[src/rtl/stage_mem.sv]
// Memory-access stage: runs word LOAD/STORE on the shared bus, checks alignment and loads the MEM/WB register.
// Minimum access takes 4 cycles (busy high for 3); busy stalls the pipeline until bus_rdy_ completes the access.
module stage_mem #(
  parameter int WORD_W      = 32,
  parameter int WORD_ADDR_W = 30,
  parameter int GPR_ADDR_W  = 5
) (
  input  logic                   clk,
  input  logic                   reset,
  input  logic                   stall,
  input  logic                   flush,
  output logic                   busy,
  output logic [WORD_W-1:0]      fwd_data,
  input  logic [WORD_ADDR_W-1:0] ex_pc,
  input  logic                   ex_en,
  input  logic                   ex_br_flag,
  input  logic [1:0]             ex_mem_op,
  input  logic [WORD_W-1:0]      ex_mem_wr_data,
  input  logic [1:0]             ex_ctrl_op,
  input  logic [GPR_ADDR_W-1:0]  ex_dst_addr,
  input  logic                   ex_gpr_we_,
  input  logic [2:0]             ex_exp_code,
  input  logic [WORD_W-1:0]      ex_out,
  output logic                   bus_req,
  input  logic                   bus_grant,
  output logic                   bus_as_,
  output logic                   bus_rw,
  output logic [WORD_ADDR_W-1:0] bus_addr,
  output logic [WORD_W-1:0]      bus_wr_data,
  input  logic [WORD_W-1:0]      bus_rd_data,
  input  logic                   bus_rdy_,
  output logic [WORD_ADDR_W-1:0] mem_pc,
  output logic                   mem_en,
  output logic                   mem_br_flag,
  output logic [1:0]             mem_ctrl_op,
  output logic [GPR_ADDR_W-1:0]  mem_dst_addr,
  output logic                   mem_gpr_we_,
  output logic [2:0]             mem_exp_code,
  output logic [WORD_W-1:0]      mem_out
);

  localparam logic [1:0] ST_IDLE   = 2'd0;
  localparam logic [1:0] ST_REQ    = 2'd1;
  localparam logic [1:0] ST_ACCESS = 2'd2;
  localparam logic [1:0] ST_WAIT   = 2'd3;

  localparam logic [1:0] OP_LOAD  = 2'd1;
  localparam logic [1:0] OP_STORE = 2'd2;

  localparam logic [2:0] EXP_MISALIGN = 3'd4;

  logic [1:0]             state_q, state_d;
  logic                   flush_pend_q, flush_pend_d;
  logic                   bus_req_q, bus_req_d;
  logic                   bus_as_q, bus_as_d;
  logic                   bus_rw_q, bus_rw_d;
  logic [WORD_ADDR_W-1:0] bus_addr_q, bus_addr_d;
  logic [WORD_W-1:0]      bus_wr_data_q, bus_wr_data_d;
  logic [WORD_ADDR_W-1:0] mem_pc_q, mem_pc_d;
  logic                   mem_en_q, mem_en_d;
  logic                   mem_br_flag_q, mem_br_flag_d;
  logic [1:0]             mem_ctrl_op_q, mem_ctrl_op_d;
  logic [GPR_ADDR_W-1:0]  mem_dst_addr_q, mem_dst_addr_d;
  logic                   mem_gpr_we_q, mem_gpr_we_d;
  logic [2:0]             mem_exp_code_q, mem_exp_code_d;
  logic [WORD_W-1:0]      mem_out_q, mem_out_d;

  logic need, misalign, go, is_load, mem_upd;

  always_comb begin
    is_load  = (ex_mem_op == OP_LOAD);
    need     = ex_en && (ex_exp_code == 3'd0) && (is_load || ex_mem_op == OP_STORE);
    misalign = need && (ex_out[1:0] != 2'b00);
    go       = need && !misalign;

    busy = ((state_q == ST_IDLE) && go && !flush) ||
           ((state_q == ST_REQ) && !flush) ||
           (state_q == ST_ACCESS) ||
           ((state_q == ST_WAIT) && bus_rdy_);

    fwd_data = ((state_q == ST_WAIT) && is_load) ? bus_rd_data : ex_out;
    mem_upd  = !stall && !busy;

    // Bus strobes are computed from the next state so they line up with the state they name.
    state_d       = state_q;
    bus_req_d     = bus_req_q;
    bus_as_d      = bus_as_q;
    bus_rw_d      = bus_rw_q;
    bus_addr_d    = bus_addr_q;
    bus_wr_data_d = bus_wr_data_q;
    case (state_q)
      ST_IDLE: begin
        if (go && !flush) begin
          state_d   = ST_REQ;
          bus_req_d = 1'b1;
        end
      end
      ST_REQ: begin
        if (flush) begin
          state_d   = ST_IDLE;
          bus_req_d = 1'b0;
        end else if (bus_grant) begin
          state_d       = ST_ACCESS;
          bus_as_d      = 1'b0;
          bus_addr_d    = ex_out[WORD_ADDR_W+1:2];
          bus_rw_d      = is_load;
          bus_wr_data_d = ex_mem_wr_data;
        end
      end
      ST_ACCESS: begin
        state_d  = ST_WAIT;
        bus_as_d = 1'b1;
      end
      default: begin
        if (!bus_rdy_) begin
          state_d   = ST_IDLE;
          bus_req_d = 1'b0;
        end
      end
    endcase

    // A flush cannot abort a started access; remember it and bubble on completion.
    flush_pend_d = flush_pend_q;
    if (mem_upd)
      flush_pend_d = 1'b0;
    else if (flush && (state_q == ST_ACCESS || state_q == ST_WAIT))
      flush_pend_d = 1'b1;

    mem_pc_d       = mem_pc_q;
    mem_en_d       = mem_en_q;
    mem_br_flag_d  = mem_br_flag_q;
    mem_ctrl_op_d  = mem_ctrl_op_q;
    mem_dst_addr_d = mem_dst_addr_q;
    mem_gpr_we_d   = mem_gpr_we_q;
    mem_exp_code_d = mem_exp_code_q;
    mem_out_d      = mem_out_q;
    if (mem_upd) begin
      if (flush || flush_pend_q) begin
        mem_pc_d       = '0;
        mem_en_d       = 1'b0;
        mem_br_flag_d  = 1'b0;
        mem_ctrl_op_d  = 2'd0;
        mem_dst_addr_d = '0;
        mem_gpr_we_d   = 1'b1;
        mem_exp_code_d = 3'd0;
        mem_out_d      = '0;
      end else begin
        mem_pc_d      = ex_pc;
        mem_en_d      = ex_en;
        mem_br_flag_d = ex_br_flag;
        if (misalign) begin
          mem_ctrl_op_d  = 2'd0;
          mem_dst_addr_d = ex_dst_addr;
          mem_gpr_we_d   = 1'b1;
          mem_exp_code_d = EXP_MISALIGN;
          mem_out_d      = '0;
        end else begin
          mem_ctrl_op_d  = ex_ctrl_op;
          mem_dst_addr_d = ex_dst_addr;
          mem_gpr_we_d   = ex_gpr_we_;
          mem_exp_code_d = ex_exp_code;
          mem_out_d      = fwd_data;
        end
      end
    end
  end

  always_ff @(posedge clk) begin
    if (reset) begin
      state_q        <= ST_IDLE;
      flush_pend_q   <= 1'b0;
      bus_req_q      <= 1'b0;
      bus_as_q       <= 1'b1;
      bus_rw_q       <= 1'b1;
      bus_addr_q     <= '0;
      bus_wr_data_q  <= '0;
      mem_pc_q       <= '0;
      mem_en_q       <= 1'b0;
      mem_br_flag_q  <= 1'b0;
      mem_ctrl_op_q  <= 2'd0;
      mem_dst_addr_q <= '0;
      mem_gpr_we_q   <= 1'b1;
      mem_exp_code_q <= 3'd0;
      mem_out_q      <= '0;
    end else begin
      state_q        <= state_d;
      flush_pend_q   <= flush_pend_d;
      bus_req_q      <= bus_req_d;
      bus_as_q       <= bus_as_d;
      bus_rw_q       <= bus_rw_d;
      bus_addr_q     <= bus_addr_d;
      bus_wr_data_q  <= bus_wr_data_d;
      mem_pc_q       <= mem_pc_d;
      mem_en_q       <= mem_en_d;
      mem_br_flag_q  <= mem_br_flag_d;
      mem_ctrl_op_q  <= mem_ctrl_op_d;
      mem_dst_addr_q <= mem_dst_addr_d;
      mem_gpr_we_q   <= mem_gpr_we_d;
      mem_exp_code_q <= mem_exp_code_d;
      mem_out_q      <= mem_out_d;
    end
  end

  assign bus_req      = bus_req_q;
  assign bus_as_      = bus_as_q;
  assign bus_rw       = bus_rw_q;
  assign bus_addr     = bus_addr_q;
  assign bus_wr_data  = bus_wr_data_q;
  assign mem_pc       = mem_pc_q;
  assign mem_en       = mem_en_q;
  assign mem_br_flag  = mem_br_flag_q;
  assign mem_ctrl_op  = mem_ctrl_op_q;
  assign mem_dst_addr = mem_dst_addr_q;
  assign mem_gpr_we_  = mem_gpr_we_q;
  assign mem_exp_code = mem_exp_code_q;
  assign mem_out      = mem_out_q;

endmodule

[config.mk]
export PLATFORM = sky130hd
export DESIGN_NAME = stage_mem
export DESIGN_NICKNAME = d
export VERILOG_FILES = /design/src/rtl/stage_mem.sv
export SDC_FILE = /design/constraint.sdc
export NUM_CORES = 1
export LEC_CHECK = 0
export ABC_AREA = 1
export ABC_CLOCK_PERIOD_IN_PS = 2610
export CORE_ASPECT_RATIO = 1.5
export CORE_MARGIN = 8
export CORE_UTILIZATION = 30
export CTS_CLUSTER_SIZE = 12
export DETAILED_ROUTE_END_ITERATION = 7
export GPL_ROUTABILITY_DRIVEN = 0
export SETUP_SLACK_MARGIN = 0.3
export SYNTH_ARGS = -nofsm -noshare
export SYNTH_HDL_FRONTEND = slang
export SYNTH_SLANG_ARGS = --single-unit
[constraint.sdc]
create_clock -name clk -period 2.61 [get_ports clk]
set_clock_uncertainty 0.05 [all_clocks]
set_input_delay 0.522 -clock clk [delete_from_list [all_inputs] [get_ports clk]]
set_output_delay 0.522 -clock clk [all_outputs]
set_load 0.005 [all_outputs]
# Word-level counts from Yosys, hierarchy flattened
# Index checks and enable logic that the tools add are counted.
[totals]
reg_bits = 143
latch_bits = 0
ram_bits = 0
rom_bits = 0
output_inout_bits = 173
elab_cells = 85
n_memories = 0
[classes]
addsub = 0
n_mul = 0
div = 0
order_cmp = 0
eq_ne = 12
shifts = 0
muxes = 25
n_bitwise = 2
n_reduce_logical = 31
[op_table]
columns = ["operator", "count"]
rows = [
  ["32-bit two-way mux", 3],
  ["30-bit two-way mux", 1],
  ["1-bit logical AND", 12],
  ["2-bit two-way mux", 6],
  ["1-bit two-way mux", 9],
  ["3-bit AND reduction", 3],
  ["2-bit equality test (second input constant)", 3],
  ["1-bit logical OR", 6],
  ["3-bit two-way mux", 2],
  ["2-bit inequality test (second input constant)", 3],
  ["2-bit case mux with 3 select lines", 1],
  ["5-bit two-way mux", 1],
  ["2-bit by 1-bit equality test with 1-bit output (second input constant)", 2],
  ["1-bit zero test", 4],
  ["4-bit by 1-bit inequality test with 1-bit output (second input constant)", 1],
  ["4-bit AND reduction", 1],
  ["2-bit nonzero test", 2],
  ["3-bit zero test", 1],
  ["3-bit by 1-bit inequality test with 1-bit output (second input constant)", 1],
  ["3-bit inequality test (second input constant)", 1],
  ["1-bit case mux with 3 select lines", 1],
  ["2-bit zero test", 1],
  ["2-bit by 1-bit inequality test with 1-bit output (second input constant)", 1],
  ["1-bit inverter", 2],
  ["other kinds (2)", 2],
]

# Logic depth before layout (Yosys ltp)
# Gate-level depths: netlist of run 1.
[logic_depth]
depth_word = 14
ltp_mapped = 12
mapped_depth_nobuf = 10

# Worst setup path before layout of run 1
# OpenSTA, ideal clock, no wires.
[synth_timing]
kind = "input to output"
from = "input ex_mem_op[1]"
to = "output busy"
arrival_time_ns = 1.518
slack_ns = 0.520
cell_stages = 8
cell_sequence = "inv_1 -> ha_1 -> inv_1 -> nand2_1 -> nor2_1 -> nand3_1 -> clkbuf_1 -> nand2_1"
[synth_via]
elab_chain_len = 11
elab_cells_between_ends = 12
cone_classes = "2 x eq/ne; 10 x reduce/logical"
[synth_rtl]
columns = ["element", "line_no", "rtl"]
rows = [
  ["from (decl)", "17", "input logic [1:0] ex_mem_op,"],
  ["2-bit by 1-bit equality test with 1-bit output or 2-bit equality test (tied branches)", "71, 72", ""],
  ["1-bit logical OR *", "72", "need = ex_en && (ex_exp_code == 3'd0) && (is_load || ex_mem_op == OP_STORE);"],
  ["1-bit logical AND *", "72", ""],
  ["1-bit logical AND", "73", "misalign = need && (ex_out[1:0] != 2'b00);"],
  ["1-bit zero test", "74", "go = need && !misalign;"],
  ["1-bit logical AND *", "74", ""],
  ["1-bit logical AND * (2 in series)", "76", "busy = ((state_q == ST_IDLE) && go && !flush) ||"],
  ["1-bit logical OR *", "76", ""],
  ["1-bit logical OR *", "77", "((state_q == ST_REQ) && !flush) ||"],
  ["1-bit logical OR *", "78", "(state_q == ST_ACCESS) ||"],
  ["to (decl)", "12", "output logic busy,"],
]
# Every way passes the cells marked *; elsewhere a longest branch is shown, timed or not.

# Final worst setup path of run 1
[layout_timing]
from = "register state_q[0]"
to = "output fwd_data[5]"
[layout_via]
elab_chain_len = 3
[layout_rtl]
columns = ["element", "line_no", "rtl"]
rows = [
  ["from (decl)", "52", "logic [1:0] state_q, state_d;"],
  ["from (signal assigned)", "186", "state_q <= state_d;"],
  ["2-bit equality test", "81", "fwd_data = ((state_q == ST_WAIT) && is_load) ? bus_rd_data : ex_out;"],
  ["1-bit logical AND", "81", ""],
  ["32-bit two-way mux", "81", ""],
  ["to (decl)", "13", "output logic [WORD_W-1:0] fwd_data,"],
]
# Every way passes these cells.

==> metrics.yaml, run 1 <==
outcome:
  status: "complete, no violations"
global_routing:
  grt_pass1_wl_um: 40900
  use_met2_pct: 33.9
  busiest_layer: "met2"
  antenna_found_initial: 0
  grt_start_max_net_pins: 59
  met1_usage_pct: 20.3
  grt_pass1_vias: 7709
  gr-total-overflow: 0
  gr-usage-all-layers_pct: 19.2
  use_met3_pct: 5.23
power:
  leakage_nw: 5.61
  irDropWorstVdd_v: 0.000412
  power_density_mw_per_mm2: 543
yosys:
  synthDistinctLibCells: 20
  synth_top_cell_by_area: "dfxtp_1"
  synth_enable_flop_cells: 0
  synth.top_cell.area_share_pct: 42.9
  synth_seq_area_share_pct: 42.9
  ys_ff_latch: 143
  yosysWarnings: 0
  netlist_top_cells_area: "dfxtp_1, nand2_1, inv_1, nor2_1, a21oi_1"
  syn_area_mm2: 0.00668
  synth_nets: 1201
  async_flop_share_pct: 0
  synth_ff_type: "dfxtp_1"
  synth_cells: 1049
  syn_avg_cell_area_um2: 6.36
setup_path:
  cp_slowest_cell: "dfxtp_4"
  path_max_fanout: 8
  path_cells: "ha_4 -> nand2_8 -> buf_12 -> buf_12 -> buf_16 -> o21ai_4 -> inv_1 -> buf_2"
  r2r-start: "state_q[0]"
  cp.depth: 8
  cpLargestDelayFamily: "buffers and inverters"
  cp.arrival_ps: 1810
  crit_buf_inv: 5
  cpMostUsedCell: "buf_12"
  ff2ff_path_depth: 18
  cp-start-kind: "register"
  reg2reg_to: "mem_out[27]"
  cp_data_required_time_ps: 2040
  endpoint_kind: "output port"
  worst-setup-path-type: "reg -> out"
  r2r_slack_ps: 230
  cpPeakStageDelay_ps: 370
clock_network:
  clock_latency_ps: 420
  holdBufCountCts: 0
  cts_tree: "built"
  clkTransAtPathRegs_ps: 60
  root_buffer: "clkbuf_16"
  cts_buffers: 17
  cts_sinks: 143
  clock_tree.buffer_depth: 2
  htree_levels: 4
timing:
  slew-limit-headroom_pct: 69.8
  fin_crit_sh_pct: 91.4
  rsz0062_at_grt: "true"
  tns_ps: 0
  fin_crit_ps: 2390
  worst_slew_pin_slew_ps: 453
  hold_violations: 0
  finalSetupViolCount: 0
  timing.fmax_ghz: 0.419
  drv_slew: 0
detailed_routing:
  drc: 0
  dr_total_vias: 7529
  totalWireLength_um: 27000
  drt_iter0_markers: 288
  viasPerCell: 4.36
  drt_pass1_iterations: 6
  drtAntennaViolNets: 0
  wire_per_inst_um: 15.6
floorplanning:
  fp.coreArea_mm2: 0.0221
  die-area_mm2: 0.0274
  io_pins: 320
  die_w_um: 138
  initial_core_util_pct: 30.2
  fp.dieH_um: 199
  num_rows: 67
finish:
  layout-drive-gt1-share_pct: 17.9
  area_growth_pct: 79.4
  fin_util_pct: 54.1
  fillers: 2126
  nets: 1588
place:
  port_buffers: 319
  dp_hpwl_um: 18500
min_path:
  hold_path_end: "bus_wr_data[22]"
  hold_start: "bus_wr_data[22]"
  hold_class: "reg -> reg"
  whs_path_depth: 2
run:
  cap_violations: 0
[power breakdown]
part | internal [mW] | switching [mW] | leakage (nW)
logic | 0.887 | 0.780 | 4.17
registers | 2.37 | 0.0953 | 1.17
clock network | 1.41 | 0.953 | 0.271
[worst reg2reg max path, stage by stage (launching register included)]
cell     delay (ps)
dfxtp_4         370
ha_4            170
nand2_8          80
buf_12          140
buf_16          130
buf_6           120
nand2_2          80
o21ai_4          60
buf_4           130
buf_6           110
buf_6           100
buf_6           100
buf_4           120
buf_4           130
buf_6           100
buf_4           110
nor2_1           70
nor2_1           40
nor2_1          100
[what timing repair did]
action	4_1_cts	5_1_grt
endpoints found under the setup margin	33	34
setup buffers	37	17
gates cloned	6	0
pin swaps	19	21
gates resized for setup	240	40
[metrics by stage]
stage	cell area (um^2)	setup WS, ps	total power, mW	hold slack, ps	std cells
2_1_floorplan	6680	520	3.20	412	1049
4_1_cts	11700	209	6.54	415	1708
6_report	12000	223	6.50	412	1727
3_5_place_dp	10400	-260	4.10	404	1633
5_1_grt	12000	140	6.88	433	1725
3_3_place_gp	10400	-211	4.08	402	1633
[final cells by class]
type	instances	area, um^2	share of cell area (%)
sequential	143	2870	24.0
antenna	2	5.00	0.0418
timing repair buffer	433	4220	35.2
multi-input combinational	647	3240	27.0
inverter	194	729	6.09
tap	276	345	2.88
clock inverter	9	83.8	0.700
clock buffer	23	488	4.07
[worst max path at each step]
stage	start	end	slack, ps
after floorplan	ex_mem_op[1]	busy	520
after global placement	ex_mem_op[1]	fwd_data[7]	-210
after detailed placement	ex_mem_op[0]	fwd_data[26]	-260
after CTS	state_q[0]	fwd_data[1]	210
after global routing	state_q[0]	mem_out[27]	140
final	state_q[0]	fwd_data[5]	220
[layout by cell type, fill, tap and decap left out, types with 2 or more instances in the layout]
| cell type | netlist | routed |
|---|---|---|
| nor2_2 | 0 | 3 |
| o21ai_0 | 66 | 34 |
| a21oi_1 | 66 | 66 |
| nand2_1 | 305 | 280 |
| ha_4 | 0 | 2 |
| diode_2 | 0 | 2 |
| dfxtp_1 | 143 | 141 |
| clkbuf_2 | 0 | 2 |
| buf_4 | 1 | 85 |
| inv_2 | 14 | 16 |
| buf_2 | 19 | 28 |
| clkinvlp_4 | 0 | 4 |
| nand2_2 | 0 | 16 |
| clkdlybuf4s50_1 | 0 | 284 |
| o21ai_2 | 0 | 8 |
| buf_16 | 0 | 6 |
| ha_1 | 5 | 2 |
| nor2_1 | 152 | 149 |
| dlygate4sd2_1 | 0 | 2 |
| nor3_1 | 2 | 2 |
| clkbuf_16 | 0 | 17 |
| clkdlybuf4s15_1 | 0 | 2 |
| clkbuf_8 | 0 | 4 |
| nand3b_1 | 2 | 2 |
| clkbuf_1 | 35 | 2 |
| nand3_1 | 7 | 7 |
| dfxtp_4 | 0 | 2 |
| buf_12 | 0 | 13 |
| o21ai_4 | 0 | 24 |
| clkinv_2 | 0 | 4 |
| nand4_1 | 39 | 39 |
| buf_6 | 6 | 11 |
| nand2_4 | 0 | 8 |
| inv_1 | 180 | 177 |
[cell usage after synthesis, types with 2 or more instances]
master	instances
nand2_1	305
inv_1	180
nor2_1	152
dfxtp_1	143
a21oi_1	66
o21ai_0	66
nand4_1	39
clkbuf_1	35
buf_2	19
inv_2	14
nand3_1	7
buf_6	6
ha_1	5
buf_1	4
nand3b_1	2
nor3_1	2
[logic make-up after synthesis]
| kind of cell | after synthesis | synth area share [%] |
|---|---|---|
| AND/OR/NAND/NOR | 508 | 30.4 |
| buffers and inverters | 259 | 15.6 |
| flip-flops | 143 | 42.9 |
| AO/OA/AOI/OAI | 134 | 10.1 |
| adder cells (fa/ha/maj) | 5 | 0.937 |
[layer usage]
metal	wire length, um	vias to the layer above
li1	-	3925
met1	10400	3323
met2	13700	225
met3	1790	56
met4	1130	0
met5	0	-
[flip-flops by register name, summed over array words and instances, names as in the netlist]
register / count
bus_as_: 1
bus_req: 1
bus_addr: 30
mem_out: 32
mem_pc: 30
flush_pend_q: 1
bus_rw: 1
mem_br_flag: 1
mem_en: 1
mem_ctrl_op: 2
bus_wr_data: 32
mem_dst_addr: 5
state_q: 2
mem_gpr_we_: 1
mem_exp_code: 3
No activity file was read; power rests on OpenSTA's default activity.
==> run 2, diff against run 1 <==
--- a/config.mk
+++ b/config.mk
@@ -5,7 +5,7 @@
 export SDC_FILE = /design/constraint.sdc
 export NUM_CORES = 1
 export LEC_CHECK = 0
-export ABC_AREA = 1
+export ABC_AREA = 0
 export ABC_CLOCK_PERIOD_IN_PS = 2610
 export CORE_ASPECT_RATIO = 1.5
 export CORE_MARGIN = 8
@@ -13,6 +13,7 @@
 export CTS_CLUSTER_SIZE = 12
 export DETAILED_ROUTE_END_ITERATION = 7
 export GPL_ROUTABILITY_DRIVEN = 0
+export REMOVE_ABC_BUFFERS = 1
 export SETUP_SLACK_MARGIN = 0.3
 export SYNTH_ARGS = -nofsm -noshare
 export SYNTH_HDL_FRONTEND = slang
==> run 2 against run 1 <==
  * Global-route usage fell by 1.9 points
  * Non-clock buffer count fell by 60
  * Core utilization fell by 1.4 points
  * Cell count fell by 24%
  * Routed wire length fell by 15%
  * Clock-buffer cell count fell by 5
  * Via count fell by 23%
  * Combinational power fell by 41%
  * Clock power rose by 8.9%
  * Cell area fell by 8.4%
  * First-iteration DRC count fell by 29%
  * Highest routed layer unchanged
==> metrics.yaml, run 2 <==
timing:
  hold_violations: 0
  fin_crit_sh_pct: 92.5
  rsz0062_at_grt: "true"
  whs_ps: 401
  fin_crit_ps: 2420
  worst_slew_pin_slew_ps: 613
  finalSetupViolCount: 0
  drv_slew: 0
  timing.fmax_ghz: 0.414
  setup_slack_ps: 195
  slew-limit-headroom_pct: 59.1
min_path:
  hold_class: "reg -> reg"
  whs_path_depth: 2
  hold_start: "bus_addr[22]"
  hold_path_end: "bus_addr[22]"
yosys:
  netlist_top_cells_area: "dfxtp_1, mux2_2, nand2_1, nor2b_1, mux2i_1"
  syn_area_mm2: 0.00627
  synth_seq_area_share_pct: 45.7
  synth_ff_type: "dfxtp_1"
  synth.cells.most_frequent: "nand2_1, dfxtp_1, nor2b_1"
  syn_avg_cell_area_um2: 9.17
  yosysMostFrequentCell: "nand2_1"
  synth.top_cell.area_share_pct: 45.7
  synth_enable_flop_cells: 0
  ys_ff_latch: 143
  yosysWarnings: 0
  synth_cells: 684
  synthDistinctLibCells: 33
  synth_top_cell_by_area: "dfxtp_1"
  async_flop_share_pct: 0
place:
  port_buffers: 319
  dp_hpwl_um: 16900
  dp_slack_ps: -375
clock_network:
  cts_buffers: 17
  cts_sinks: 143
  htree_levels: 4
  cts_tree: "built"
  clock_latency_ps: 410
  root_buffer: "clkbuf_16"
  clkTransAtPathRegs_ps: 60
  clock_tree.buffer_depth: 2
setup_path:
  endpoint_kind: "output port"
  crit_buf_inv: 4
  cp.arrival_ps: 1840
  path_cells: "ha_4 -> nand2_8 -> buf_6 -> buf_12 -> buf_16 -> mux2_4 -> buf_6"
  cpPeakStageDelay_ps: 360
  path_max_fanout: 8
  cpMostUsedCell: "buf_6"
  r2r_slack_ps: 480
  ff2ff_path_depth: 7
  cp_data_required_time_ps: 2040
  reg2reg_to: "mem_out[3]"
  r2r-start: "state_q[1]"
  worst-setup-path-type: "reg -> out"
  cpLargestDelayFamily: "buffers and inverters"
  cp_slowest_cell: "dfxtp_4"
  cp-start-kind: "register"
power:
  leakage_nw: 4.35
  power_density_mw_per_mm2: 535
  p_total_mw: 5.87
  irDropWorstVdd_v: 0.000347
floorplanning:
  fp.coreArea_mm2: 0.0208
  io_pins: 320
  fp.dieH_um: 193
  num_rows: 65
  die-area_mm2: 0.0259
  initial_core_util_pct: 30.1
  die_w_um: 134
run:
  cap_violations: 0
finish:
  fin_util_pct: 52.7
  multiInputGateArea_mm2: 0.00326
  nets: 1180
  n_antenna_cell: 0
  area_growth_pct: 74.8
  layout-drive-gt1-share_pct: 18.1
  regArea_mm2: 0.00287
  fillers: 1975
  mostFrequentLayoutCells: "clkdlybuf4s50_1, nand2_1, dfxtp_1"
  final_common_cell: "clkdlybuf4s50_1"
global_routing:
  busiest_layer: "met2"
  grt_pass1_vias: 6047
  use_met3_pct: 6.25
  met1_usage_pct: 16.9
  antenna_found_initial: 0
  grt_start_max_net_pins: 145
  use_met2_pct: 32.4
  gr-usage-all-layers_pct: 17.3
  gr-total-overflow: 0
  grt_pass1_wl_um: 34500
detailed_routing:
  drc: 0
  wire_per_inst_um: 17.7
  drt_pass1_iterations: 4
  viasPerCell: 4.44
  totalWireLength_um: 23100
  drtAntennaViolNets: 0
  drt_iter0_markers: 205
  dr_total_vias: 5804
outcome:
  status: "complete, no violations"
## run 2: power by group
group          switching [mW]  internal, mW
Combinational           0.376         0.614
Sequential             0.0428          2.27
Clock                   0.967          1.60
## run 2: final cells by class
class,count,share of cell area (%)
tap,268,3.06
inverter,8,0.274
multi-input combinational,485,29.8
clock inverter,12,1.70
timing repair buffer,373,35.1
sequential,143,26.2
clock buffer,18,3.91
## run 2: worst max path at each step
stage               slack, ps      startpoint  cells after the start      endpoint
finish                    190      state_q[1]                      7  fwd_data[30]
global route              130      state_q[0]                      7  fwd_data[13]
CTS                       150      state_q[1]                      7  fwd_data[31]
detailed placement       -380  ex_exp_code[1]                      5          busy
global placement         -350  ex_exp_code[1]                      5          busy
floorplan               -1450           flush                      4   mem_gpr_we_
## run 2: cells by family after synthesis
family / Yosys count / synth area share [%]
AO/OA/AOI/OAI: 77 / 7.08
flip-flops: 143 / 45.7
multiplexers: 107 / 18.4
buffers and inverters: 56 / 5.01
adder cells (fa/ha/maj): 5 / 0.998
AND/OR/NAND/NOR: 296 / 22.9
## run 2: what timing repair did
| action | in CTS | in global routing |
|---|---|---|
| buffers inserted | 15 | 1 |
| pin swaps | 6 | 1 |
| hold endpoints to repair | 0 | 0 |
| cloned | 2 | 0 |
| hold buffers | 0 | 0 |
| endpoints found under the setup margin | 83 | 33 |
| gates resized for setup | 223 | 1 |
## run 2: metal layers
layer	vias up	wire, um
met5	-	0
met4	0	521
met3	27	1760
met2	195	12300
met1	2659	8500
li1	2923	-
## run 2: through the flow
| step | setup TNS, ps | cells | instance area [um^2] |
|---|---|---|---|
| 2_1_floorplan | -70770 | 636 | 5990 |
| 3_3_place_gp | -19820 | 1259 | 9920 |
| 3_5_place_dp | -21830 | 1259 | 9920 |
| 4_1_cts | 0 | 1306 | 10900 |
| 5_1_grt | 0 | 1307 | 11000 |
| 6_report | 0 | 1307 | 11000 |
## run 2: worst min-delay path: cells and delay by family (launching register included)
| family | cells | cell delay, ps |
|---|---|---|
| AOI/OAI and AO/OA | 1 | 50 |
| DFF | 1 | 300 |
| and+or+nand+nor | 1 | 50 |
